**config.mk**
```make
export PLATFORM = sky130hd
export DESIGN_NAME = lsu_mem
export DESIGN_NICKNAME = d
export VERILOG_FILES = /design/src/rtl/lsu_mem.sv
export SDC_FILE = /design/constraint.sdc
export NUM_CORES = 1
export LEC_CHECK = 0
export BUFFER_PORTS_ARGS = -buffer_cell sky130_fd_sc_hd__buf_4
export CORE_MARGIN = 4
export CORE_UTILIZATION = 49
export DETAILED_ROUTE_END_ITERATION = 16
export PLACE_DENSITY = 0.84
export SYNTH_ARGS = -nofsm -noshare
export SYNTH_HDL_FRONTEND = slang
export SYNTH_SLANG_ARGS = --single-unit
```
**constraint.sdc**
```tcl
create_clock -name clk_i -period 2 [get_ports clk_i]
set_input_delay 0.4 -clock clk_i [delete_from_list [all_inputs] [get_ports clk_i]]
set_output_delay 0.4 -clock clk_i [all_outputs]
set_load 0.05 [all_outputs]
```
**src/rtl/lsu_mem.sv**
```systemverilog
// Load/store unit: turns one pipeline memory instruction into a single bus
// transaction, aligns store data and extends load data for writeback.
module lsu_mem (
  input  logic        clk_i,
  input  logic        n_rst_i,
  input  logic        flush_i,
  input  logic        re_i,
  input  logic        we_i,
  input  logic [1:0]  size_i,
  input  logic        unsigned_i,
  input  logic [31:0] addr_i,
  input  logic [31:0] wdata_i,
  input  logic        rd_we_i,
  input  logic [4:0]  rd_addr_i,
  input  logic [31:0] rd_wdata_i,
  output logic        data_req_o,
  output logic        data_we_o,
  output logic [3:0]  data_be_o,
  output logic [31:0] data_addr_o,
  output logic [31:0] data_wdata_o,
  input  logic        data_gnt_i,
  input  logic        data_rvalid_i,
  input  logic [31:0] data_rdata_i,
  output logic        stall_req_o,
  output logic        rd_we_o,
  output logic [4:0]  rd_addr_o,
  output logic [31:0] rd_wdata_o,
  output logic        misalign_o
);

  // Bus handshake: data_req_o rises in REQ and holds addr/be/wdata/we stable
  // until the cycle data_gnt_i=1; exactly one data_rvalid_i is then expected
  // in RESP. Grant outside REQ and rvalid outside RESP are ignored.
  typedef enum logic [1:0] {
    IDLE = 2'd0,
    REQ  = 2'd1,
    RESP = 2'd2,
    DONE = 2'd3
  } state_e;

  state_e      state_q;
  logic        discard_q;
  logic [31:0] addr_q;
  logic [3:0]  be_q;
  logic [31:0] wdata_q;
  logic        we_q;
  logic [1:0]  size_q;
  logic        uns_q;
  logic [4:0]  rd_addr_q;
  logic [1:0]  lane_q;
  logic [31:0] rdata_q;

  logic        access;
  logic        misaligned;
  logic [3:0]  be_d;
  logic [31:0] wdata_d;
  logic [7:0]  byte_sel;
  logic [15:0] half_sel;
  logic [31:0] ext_d;

  assign access = (re_i | we_i) & ~flush_i;

  // Size 11 is reserved and behaves as a word, so size_i[1] alone means word.
  always_comb begin
    misaligned = 1'b0;
    if (access) begin
      if (size_i == 2'b01)  misaligned = addr_i[0];
      else if (size_i[1])   misaligned = |addr_i[1:0];
    end
  end

  always_comb begin
    be_d    = 4'b1111;
    wdata_d = wdata_i;
    case (size_i)
      2'b00: begin
        be_d    = 4'b0001 << addr_i[1:0];
        wdata_d = {4{wdata_i[7:0]}};
      end
      2'b01: begin
        be_d    = 4'b0011 << {addr_i[1], 1'b0};
        wdata_d = {2{wdata_i[15:0]}};
      end
      default: begin
        be_d    = 4'b1111;
        wdata_d = wdata_i;
      end
    endcase
  end

  // Lane select and extension of the returning load data.
  always_comb begin
    byte_sel = 8'h00;
    case (lane_q)
      2'd0: byte_sel = data_rdata_i[7:0];
      2'd1: byte_sel = data_rdata_i[15:8];
      2'd2: byte_sel = data_rdata_i[23:16];
      default: byte_sel = data_rdata_i[31:24];
    endcase
    half_sel = lane_q[1] ? data_rdata_i[31:16] : data_rdata_i[15:0];
    ext_d    = data_rdata_i;
    case (size_q)
      2'b00:   ext_d = {{24{~uns_q & byte_sel[7]}}, byte_sel};
      2'b01:   ext_d = {{16{~uns_q & half_sel[15]}}, half_sel};
      default: ext_d = data_rdata_i;
    endcase
  end

  always_ff @(posedge clk_i or negedge n_rst_i) begin
    if (!n_rst_i) begin
      state_q   <= IDLE;
      discard_q <= 1'b0;
      addr_q    <= 32'h0;
      be_q      <= 4'h0;
      wdata_q   <= 32'h0;
      we_q      <= 1'b0;
      size_q    <= 2'b00;
      uns_q     <= 1'b0;
      rd_addr_q <= 5'd0;
      lane_q    <= 2'd0;
      rdata_q   <= 32'h0;
    end else begin
      case (state_q)
        IDLE: begin
          discard_q <= 1'b0;
          if (access && !misaligned) begin
            addr_q    <= {addr_i[31:2], 2'b00};
            be_q      <= be_d;
            wdata_q   <= wdata_d;
            we_q      <= we_i;
            size_q    <= size_i;
            uns_q     <= unsigned_i;
            rd_addr_q <= rd_addr_i;
            lane_q    <= addr_i[1:0];
            state_q   <= REQ;
          end
        end
        REQ: begin
          if (flush_i)    discard_q <= 1'b1;
          if (data_gnt_i) state_q   <= RESP;
        end
        RESP: begin
          if (flush_i) discard_q <= 1'b1;
          if (data_rvalid_i) begin
            if (!we_q) rdata_q <= ext_d;
            state_q <= DONE;
          end
        end
        default: state_q <= IDLE;
      endcase
    end
  end

  // Bus outputs come only from state and captured registers.
  always_comb begin
    data_req_o   = 1'b0;
    data_we_o    = 1'b0;
    data_be_o    = 4'h0;
    data_addr_o  = 32'h0;
    data_wdata_o = 32'h0;
    if (state_q == REQ) begin
      data_req_o   = 1'b1;
      data_we_o    = we_q;
      data_be_o    = be_q;
      data_addr_o  = addr_q;
      data_wdata_o = wdata_q;
    end
  end

  // Pipeline-facing outputs; the IDLE decisions are combinational on inputs,
  // so they are additionally masked while reset is held.
  always_comb begin
    stall_req_o = 1'b0;
    misalign_o  = 1'b0;
    rd_we_o     = 1'b0;
    rd_addr_o   = rd_addr_i;
    rd_wdata_o  = rd_wdata_i;
    case (state_q)
      IDLE: begin
        if (!access) begin
          rd_we_o = rd_we_i;
        end else if (misaligned) begin
          misalign_o = 1'b1;
        end else begin
          stall_req_o = 1'b1;
        end
      end
      REQ, RESP: stall_req_o = 1'b1;
      default: begin
        rd_we_o    = ~we_q & ~discard_q;
        rd_addr_o  = rd_addr_q;
        rd_wdata_o = rdata_q;
      end
    endcase
    if (!n_rst_i) begin
      stall_req_o = 1'b0;
      misalign_o  = 1'b0;
      rd_we_o     = 1'b0;
    end
  end

endmodule

```
==> impl_metrics.csv, run 1 <==
group,metric,value,unit
run_status,status,"finished with violations",
run_status,violations,"setup timing",
drt,drt-total-wl,22.15,mm
sta,post-route-min-period,2155,ps
clock_tree,cts_buffer_depth,2,
power,power_frac_seq,0.271,
floorplanning,fp.dieH,119.8,µm
cells_and_area,drive_above_1_share,0.5489,
placement,dp.cells,990,
drt,post_drt_wl_per_cell,21.78,µm
sta,setup_tns,-8657,ps
sta,setup_violations,101,
grt,grt_first_pass_wirelength,32.93,mm
power,ir_worst_vdd,0.9690,mV
floorplanning,initial_utilization,0.5054,
sta,rsz0062_at_grt,"yes",
floorplanning,io_pins,254,
floorplanning,coreArea,0.01211,mm²
critical_path,crit_path_end_kind,"output pin",
sta,maxSlewHeadroom,0.3552,
power,switching_share,0.4470,
sta,hold_violations,0,
floorplanning,dieArea,0.01434,mm²
placement,numPortBuffers,251,
critical_path,regToRegStartpoint,"state_q[0]",
synth,synth_flop_cell,"dfrtp_1",
cells_and_area,antenna_cells,0,
synth,synth_cell_types,48,
sta,fin_skew,7.226,ps
grt,antenna_found_initial,0,
cells_and_area,fillers,703,
drt,ant_nets,0,
grt,overflow,0,
critical_path,slowest_stage,"dfrtp_2",
sta,setup_slack,-155.3,ps
sta,slew_viol_final,0,
critical_path,startpoint,"state_q[0]",
clock_tree,clock_latency,350,ps
sta,worst_pin_slew,964.1,ps
clock_tree,root_buffer,"clkbuf_16",
critical_path,crit_fanout,21,
synth,synth-seq-area-share,0.4579,
drt,via_per_inst,5.738,
cells_and_area,layoutNonFillerInstCount,1017,
clock_tree,clock-sinks,112,
clock_tree,clk_pin_slew,80,ps
critical_path,crit_buf_inv,2,
synth,syn_inst,597,
power,pwr-share-clk,0.130,
cells_and_area,syn_to_final_growth,54.84,%
synth,yosysTopAreaCell,"dfrtp_1",
critical_path,start_kind,"register",
synth,synth_edf_count,0,
synth,async_reset_ff_frac,1.000,
synth,synth-seq-cells,112,
floorplanning,die_w,119.8,µm
drt,drt_iter0_markers,446,
critical_path,cpLargestDelayFamily,"flip-flops",
drt,dr.pass1.iters,5,
power,combPwrFrac,0.598,
placement,gp_congestion,0.9037,
synth,synth_top_area_frac,0.4579,
clock_tree,cts_buffers,9,
clock_tree,h-tree-depth,3,
sta,period_share,1.078,
grt,grt_pass1_vias,6157,
synth,synth.cell_area,0.006121,mm²
grt,grt_usage,0.2915,
critical_path,cpPeakStageDelay,440,ps
drt,post-route-drc-count,0,
synth,synth_area_leaders,"dfrtp_1, mux2_2, and2_1",
power,p_int,8.482,mW
critical_path,setup.worst_path.class,"reg2out",
critical_path,worstPathRequired,1600,ps
sta,fmax,464.0,MHz
floorplanning,placementRows,40,
critical_path,path_cells,"ha_4, buf_12, mux2_2, buf_6",
placement,detailed_place_hpwl,13.84,mm
run,maxCapViolCount,0,
synth,avgSynthCellArea,10.25,µm²
power,powerDensity,1618,mW/mm²
cells_and_area,final_nets,992,
clock_tree,cts_tree,"done",
synth,synth_warnings,0,
power,switching_power,6.856,mW
hold_path,hp-class,"in2async",
drt,vias,5836,
power,total_leakage_power,4.531,nW
grt,grt_max_degree,85,
critical_path,worstPathArrival,1760,ps
## flip-flops by register name, indices dropped and copies added (netlist names), 2 cells and up
name,cells
addr_q,30
lane_q,2
rdata_q,32
wdata_q,32
size_q,2
be_q,4
rd_addr_q,5
state_q,2
## power groups by stage
stage	Combinational, mW	Clock, mW	Sequential [mW]
after floorplan	5.53	0	3.76
after global placement	7.32	0	3.97
after detailed placement	7.50	0	4.04
after CTS	8.71	2.00	4.04
after global routing	9.63	2.12	4.27
final	9.18	2.00	4.16
## final timing paths
kind / slack [ps] / end / depth (start not counted)
worst min-delay path: 70 / addr_q[9] / 2
worst max register to register: 160 / rdata_q[9] / 6
worst max-delay path: -160 / rd_addr_o[4] / 4
min in group clk_i: 280 / addr_q[10] / 2
max in group asynchronous: 530 / state_q[1] / 2
worst min register to register: 490 / wdata_q[28] / 2
## cell type report
cell class	count	area, µm²	area share
Clock buffer	9	225.2	0.02376
Inverter	10	42.54	0.004488
Sequential cell	112	2805	0.2960
Timing Repair Buffer	282	2759	0.2911
Clock inverter	7	102.6	0.01083
Multi-Input combinational cell	429	3333	0.3517
Tap cell	168	210.2	0.02218
## repair_timing
action | in CTS | in global routing
setup endpoints to repair | 107 | 120
hold buffers | 1 | 0
gates cloned | 4 | 0
gates resized for setup | 150 | 61
hold endpoints to repair | 21 | 0
pin swaps | 1 | 4
buffers inserted | 3 | 5
## worst reg2reg max path: stages (launching register included)
cell,delay [ps]
dfrtp_2,460
inv_4,90
ha_1,210
nand3b_1,150
buf_4,270
a311oi_2,410
a21oi_1,120
## metrics by stage
step	hold slack, ps	utilization	worst slack [ps]	total power [mW]	area (µm²)
6_report	68.92	0.7825	-155.3	15.34	9478
5_1_grt	79.94	0.7825	-216.7	16.01	9478
4_1_cts	70.64	0.7665	-149.0	14.76	9284
3_5_place_dp	326.3	0.6817	117.2	11.54	8257
3_3_place_gp	320.8	0.6817	135.6	11.29	8257
2_1_floorplan	104.4	-	-175.5	9.288	6182
## routing by layer
layer | part of all wire | routed length, µm | GRT usage | up-vias
met3 | 0.093 | 2064 | 0.09472 | 70
met4 | 0.036 | 792 | 0.1102 | 0
met5 | 0 | 0 | 0 | -
met1 | 0.36 | 7867 | 0.3261 | 2850
met2 | 0.52 | 11420 | 0.5166 | 343
li1 | - | - | - | 2573
## synth_stat cells, types with 8 or more instances
library cell	instances
dfrtp_1	112
mux2_2	91
and2_1	68
nand2_1	58
nand3_1	33
o21ai_0	30
mux2i_1	27
a21oi_1	26
clkbuf_1	24
nor2_1	18
buf_2	15
inv_1	10
nor2b_1	8
## logic make-up after synthesis
family                   Yosys count  share of synthesized area
other                              1                  0.0006127
flip-flops                       112                     0.4579
adder cells (fa/ha/maj)            4                   0.008177
XOR/XNOR                           2                   0.002862
buffers and inverters             57                    0.04047
AO/OA/AOI/OAI                    100                     0.1057
multiplexers                     119                     0.2152
AND/OR/NAND/NOR                  202                     0.1691
## layout by cell type, fill, tap and decap left out, types with 3 or more instances in the layout
master / synthesis / final
buf_4: 2 / 164
dfrtp_1: 112 / 110
buf_6: 1 / 77
mux2_2: 91 / 71
nand2_1: 58 / 56
nand3_1: 33 / 33
buf_8: 0 / 33
and2_2: 0 / 30
o21ai_0: 30 / 30
and2_4: 0 / 27
mux2i_1: 27 / 27
a21oi_1: 26 / 25
mux2_4: 0 / 20
nor2_1: 18 / 18
and2_1: 68 / 12
clkbuf_16: 0 / 9
inv_1: 10 / 8
nor2b_1: 8 / 6
a211oi_1: 6 / 6
o31ai_1: 6 / 6
nand3b_1: 5 / 5
nor3_1: 6 / 5
buf_12: 0 / 5
a22o_1: 4 / 4
o2bb2ai_1: 4 / 4
o22ai_1: 4 / 4
a22oi_1: 4 / 4
a2bb2oi_1: 3 / 3
ha_4: 0 / 3
Note: power is estimated with default switching activity, not from simulation.
==> inputs of run 2 (changes only) <==
- BUFFER_PORTS_ARGS: -buffer_cell sky130_fd_sc_hd__buf_4 -> -buffer_cell sky130_fd_sc_hd__clkbuf_2
==> run 2 against run 1 <==
Final cell count increased by 1.1%. Design area increased by 2.5%. The run still ends with setup timing left. Clock skew decreased by 0.66 ps. Clock power decreased by 9%. Critical path type unchanged. Non-clock buffer count increased by 11. Critical endpoint is now data_addr_o[21]. Largest cell class unchanged. Worst hold slack got worse by 15 ps. Total power increased by 7.2%. Die area unchanged.
==> impl_metrics.csv, run 2 (synthesized netlist as in run 1, its figures left out) <==
group,metric,value,unit
clock_tree,h-tree-depth,3,
clock_tree,clk_pin_slew,80,ps
power,power_frac_seq,0.258,
floorplanning,placementRows,40,
cells_and_area,reg.largest.list,"rdata_q (32), wdata_q (32), addr_q (30)",
clock_tree,cts_buffer_depth,2,
cells_and_area,antenna_cells,0,
clock_tree,clock_latency,350,ps
cells_and_area,drive_above_1_share,0.5512,
sta,period_share,1.122,
sta,post-route-min-period,2245,ps
sta,maxSlewHeadroom,0.6574,
sta,slew_viol_final,0,
grt,grt_max_degree,95,
drt,ant_nets,0,
floorplanning,initial_utilization,0.5054,
hold_path,hp-class,"in2async",
sta,fmax,445.4,MHz
power,switching_share,0.4527,
drt,post_drt_wl_per_cell,25.22,µm
grt,antenna_found_initial,0,
power,pwr-share-clk,0.111,
power,p_int,8.996,mW
grt,grt_usage,0.3094,
critical_path,crit_path_end_kind,"output pin",
run_status,status,"finished with violations",
drt,dr.pass1.iters,6,
critical_path,setup.worst_path.class,"reg2out",
clock_tree,root_buffer,"clkbuf_16",
drt,via_per_inst,6.128,
sta,hold_violations,0,
grt,grt_pass1_vias,6310,
drt,drt-total-wl,25.93,mm
critical_path,reg2reg_to,"rdata_q[22]",
placement,detailed_place_hpwl,13.36,mm
placement,numPortBuffers,251,
critical_path,worstPathRequired,1600,ps
grt,overflow,0,
clock_tree,cts_buffers,9,
sta,setup_slack,-245.0,ps
floorplanning,fp.dieH,119.8,µm
cells_and_area,mostFrequentLayoutCells,"clkbuf_2, dfrtp_1, buf_8, nand2_1, mux2_2",
critical_path,crit_fanout,24,
floorplanning,io_pins,254,
sta,fin_skew,6.566,ps
drt,post-route-drc-count,0,
sta,rsz0062_at_grt,"yes",
floorplanning,coreArea,0.01211,mm²
floorplanning,dieArea,0.01434,mm²
critical_path,startpoint,"state_q[0]",
run,maxCapViolCount,0,
floorplanning,die_w,119.8,µm
cells_and_area,syn_to_final_growth,58.71,%
power,combPwrFrac,0.631,
critical_path,worstPathArrival,1840,ps
critical_path,start_kind,"register",
drt,drt_iter0_markers,910,
critical_path,rrSetupSlack,-40,ps
critical_path,rr_worst_depth,8,
placement,place_ws,0.9682,ps
power,powerDensity,1692,mW/mm²
critical_path,regToRegStartpoint,"state_q[0]",
sta,setup_violations,111,
run_status,violations,"setup timing",
placement,gp_congestion,0.8910,
clock_tree,clock-sinks,112,
drt,vias,6300,
power,switching_power,7.440,mW
grt,grt_first_pass_wirelength,34.98,mm
cells_and_area,final_nets,1003,
sta,worst_pin_slew,513.9,ps
cells_and_area,layout_commonest_cell,"clkbuf_2",
sta,setup_tns,-20410,ps
power,ir_worst_vdd,1.095,mV
clock_tree,cts_tree,"done",
power,total_leakage_power,4.690,nW
[run 2: cell count changes in the layout (fill, tap and decap cells not counted), moves of 3 or more]
cell,before,now
clkbuf_2,0,142
buf_4,164,29
buf_6,77,0
buf_8,33,89
mux2_2,71,54
mux2_4,20,37
buf_12,5,19
clkbuf_16,9,16
clkbuf_8,0,5
clkinvlp_4,1,4
[run 2: worst max-delay path by stage]
stage | cells past startpoint | to | slack (ps)
after detailed placement | 6 | stall_req_o | 1
after floorplan | 6 | stall_req_o | -180
after global placement | 6 | stall_req_o | 7
after global routing | 6 | data_addr_o[21] | -270
final | 6 | data_addr_o[21] | -240
after CTS | 4 | rd_wdata_o[0] | -170
[run 2: metal layers]
layer / GRT usage / routed length, µm / up-vias
met4: 0.1410 / 1401 / 0
met3: 0.08153 / 2661 / 114
met1: 0.3491 / 8851 / 3058
met5: 0 / 0 / -
met2: 0.5473 / 13020 / 529
li1: - / - / 2599
[run 2: power by group through the flow]
stage               clock network, mW  logic, mW  registers (mW)
floorplan                           0       5.53            3.76
global placement                    0       7.19            3.96
detailed placement                  0       7.32            4.01
CTS                              1.80       8.98            4.01
global route                     1.92       10.8            4.31
finish                           1.82       10.4            4.25
[run 2: timing repair]
item,4_1_cts,5_1_grt
hold endpoints to repair,8,0
resized for setup,229,138
setup endpoints to repair,108,108
gates cloned,3,2
hold buffers,1,0
setup buffers,4,5
pin swaps,1,2
[run 2: layout make-up]
type,instances,area (µm²)
inverter,10,40.04
sequential,112,2804
multi-input combinational,429,3410
tap,168,210.2
timing repair buffer,293,2959
clock buffer,11,252.7
clock inverter,5,38.79
fill,634,2397
[run 2: stage by stage]
| stage | utilization | hold slack (ps) | total power [mW] | cells | area, µm² |
|---|---|---|---|---|---|
| after floorplan | - | 104.4 | 9.288 | 598 | 6182 |
| after global placement | 0.6526 | 262.9 | 11.15 | 997 | 7904 |
| after detailed placement | 0.6526 | 264.3 | 11.33 | 997 | 7904 |
| after CTS | 0.7706 | 47.37 | 14.79 | 1021 | 9333 |
| after global routing | 0.8021 | 74.55 | 16.99 | 1028 | 9714 |
| final | 0.8021 | 54.34 | 16.44 | 1028 | 9714 |
[run 2: worst max-delay path: stages (launching register included)]
cell,delay (ps)
dfrtp_1,460
buf_4,180
ha_4,180
buf_4,140
buf_12,150
and2_2,210
buf_8,160
==> inputs of run 3 (changes only) <==
- BUFFER_PORTS_ARGS: -buffer_cell sky130_fd_sc_hd__clkbuf_2 -> default
- CORE_UTILIZATION: 49 -> 52
- DONT_BUFFER_PORTS: default -> 1
- PLACE_DENSITY: 0.84 -> 0.7
==> run 3 against run 2 <==
Design area decreased by 15%. Register-to-register slack improved by 150 ps. Routed wire length decreased by 28%. Critical path depth unchanged. Sequential share of layout area increased by 5.2 points. Largest cell class unchanged. Clock skew about the same. Final cell count decreased by 23%. Via count decreased by 25%. The run ends with hold timing, setup timing left. Worst setup slack improved by 110 ps. Worst hold slack got worse by 330 ps. Clock power increased by 4%. Fmax increased by 5.3%.
==> impl_metrics.csv, run 3 (synthesized netlist as in run 1, its figures left out) <==
group,metric,value,unit
placement,numPortBuffers,0,
floorplanning,io_pins,254,
critical_path,worstPathArrival,1730,ps
clock_tree,cts_buffer_depth,2,
cells_and_area,mostFrequentLayoutCells,"dfrtp_1, and2_4, nand2_1, mux2_2, buf_12",
sta,setup_slack,-131.7,ps
power,powerDensity,1818,mW/mm²
sta,maxSlewHeadroom,0.5674,
critical_path,critPathMostFrequentCell,"buf_12",
run_status,status,"finished with violations",
sta,whs,-270.9,ps
critical_path,start_kind,"register",
clock_tree,clock-sinks,112,
cells_and_area,syn_to_final_growth,34.55,%
cells_and_area,antenna_cells,0,
floorplanning,fp.dieH,116.5,µm
drt,post-route-drc-count,0,
sta,rsz0062_at_grt,"yes",
critical_path,crit_path_end_kind,"output pin",
cells_and_area,layout_commonest_cell,"dfrtp_1",
drt,dr.pass1.iters,4,
critical_path,cpLargestDelayFamily,"buffers and inverters",
grt,grt_max_degree,116,
run,maxCapViolCount,0,
sta,slew_viol_final,0,
clock_tree,root_buffer,"clkbuf_16",
hold_path,hp-class,"in2async",
cells_and_area,drive_above_1_share,0.4253,
drt,drt_iter0_markers,320,
sta,setup_violations,93,
grt,grt_pass1_vias,4922,
clock_tree,h-tree-depth,3,
grt,grt_usage,0.2521,
sta,fin_skew,6.276,ps
floorplanning,dieArea,0.01357,mm²
floorplanning,die_w,116.5,µm
critical_path,setup.worst_path.class,"reg2out",
drt,via_per_inst,6.004,
floorplanning,initial_utilization,0.5338,
critical_path,worstPathRequired,1600,ps
drt,drt-total-wl,18.75,mm
clock_tree,clock_latency,360,ps
critical_path,startpoint,"state_q[0]",
floorplanning,coreArea,0.01147,mm²
drt,vias,4755,
critical_path,crit_buf_inv,4,
power,total_leakage_power,3.703,nW
sta,fmax,469.1,MHz
sta,period_share,1.066,
clock_tree,clk_pin_slew,70,ps
power,ir_worst_vdd,1.347,mV
sta,post-route-min-period,2132,ps
placement,detailed_place_hpwl,12.09,mm
clock_tree,cts_tree,"done",
cells_and_area,final_area,0.008235,mm²
placement,dpl_cell_area,0.007177,mm²
critical_path,regToRegStartpoint,"state_q[0]",
run_status,violations,"hold timing, setup timing",
grt,overflow,0,
grt,antenna_found_initial,0,
placement,gp_congestion,0.8622,
floorplanning,placementRows,39,
drt,ant_nets,0,
critical_path,slowest_stage,"dfrtp_2",
clock_tree,cts_buffers,9,
sta,worst_pin_slew,648.2,ps
drt,post_drt_wl_per_cell,23.68,µm
cells_and_area,reg.largest.list,"rdata_q (32), wdata_q (32), addr_q (30)",
cells_and_area,final_nets,792,
grt,grt_first_pass_wirelength,26.19,mm
critical_path,cpPeakStageDelay,440,ps
sta,hold_violations,112,
critical_path,crit_fanout,8,
critical_path,path_cells,"buf_6, ha_4, buf_12, clkbuf_16, and2_4, buf_12",
[run 3: final timing paths]
path | endpoint | slack (ps) | cells past startpoint
max | data_addr_o[3] | -130 | 6
min | rdata_q[1] | -270 | 0
max reg2reg | rdata_q[20] | 110 | 7
min reg2reg | wdata_q[22] | 480 | 2
max in group asynchronous | state_q[0] | 2120 | 0
min in group clk_i | wdata_q[4] | 180 | 1
[run 3: per-stage QoR]
stage / utilization / setup TNS (ps) / setup WS (ps) / cells / total power [mW]
finish: 0.7182 / -7769 / -131.7 / 792 / 14.97
global route: 0.7182 / -12200 / -204.4 / 792 / 15.71
CTS: 0.6780 / -3953 / -87.99 / 773 / 13.93
detailed placement: 0.6259 / 0 / 160.7 / 752 / 11.31
global placement: 0.6259 / 0 / 180.5 / 752 / 11.09
floorplan: - / -771.1 / -175.5 / 598 / 9.288
[run 3: cell type report]
cell class	instances	area, µm²
timing repair buffer	82	1428
sequential	112	2805
tap	143	178.9
fill	792	3232
clock buffer	10	239.0
clock inverter	6	73.82
inverter	10	40.04
multi-input combinational	429	3471
[run 3: per-layer routing]
metal	GRT usage	wire, µm	part of all wire	vias to the layer above
met1	0.2803	6713	0.36	2336
met2	0.4443	9707	0.52	220
met5	0	0	0	-
met3	0.1005	1850	0.099	31
li1	-	-	-	2168
met4	0.07579	480	0.026	0
[run 3: what timing repair did]
item                                    4_1_cts  5_1_grt
setup buffers                                 3        5
hold endpoints to repair                    112      112
gates resized for setup                      74       54
gates cloned                                  2       14
pin swaps                                     0        2
endpoints found under the setup margin      107      123
[run 3: power breakdown]
group          internal (mW)  switching, mW  total [mW]
Combinational           3.98           4.99        8.97
Clock                   1.02          0.870        1.89
Sequential              3.37          0.734        4.11
[run 3: worst register-to-register path: stages, from the launching register on]
cell and delay, ps:
dfrtp_2 440, inv_2 90, buf_4 110, ha_1 210
nand3b_1 200, a2111oi_4 420, o21ai_4 210, nand3_1 140
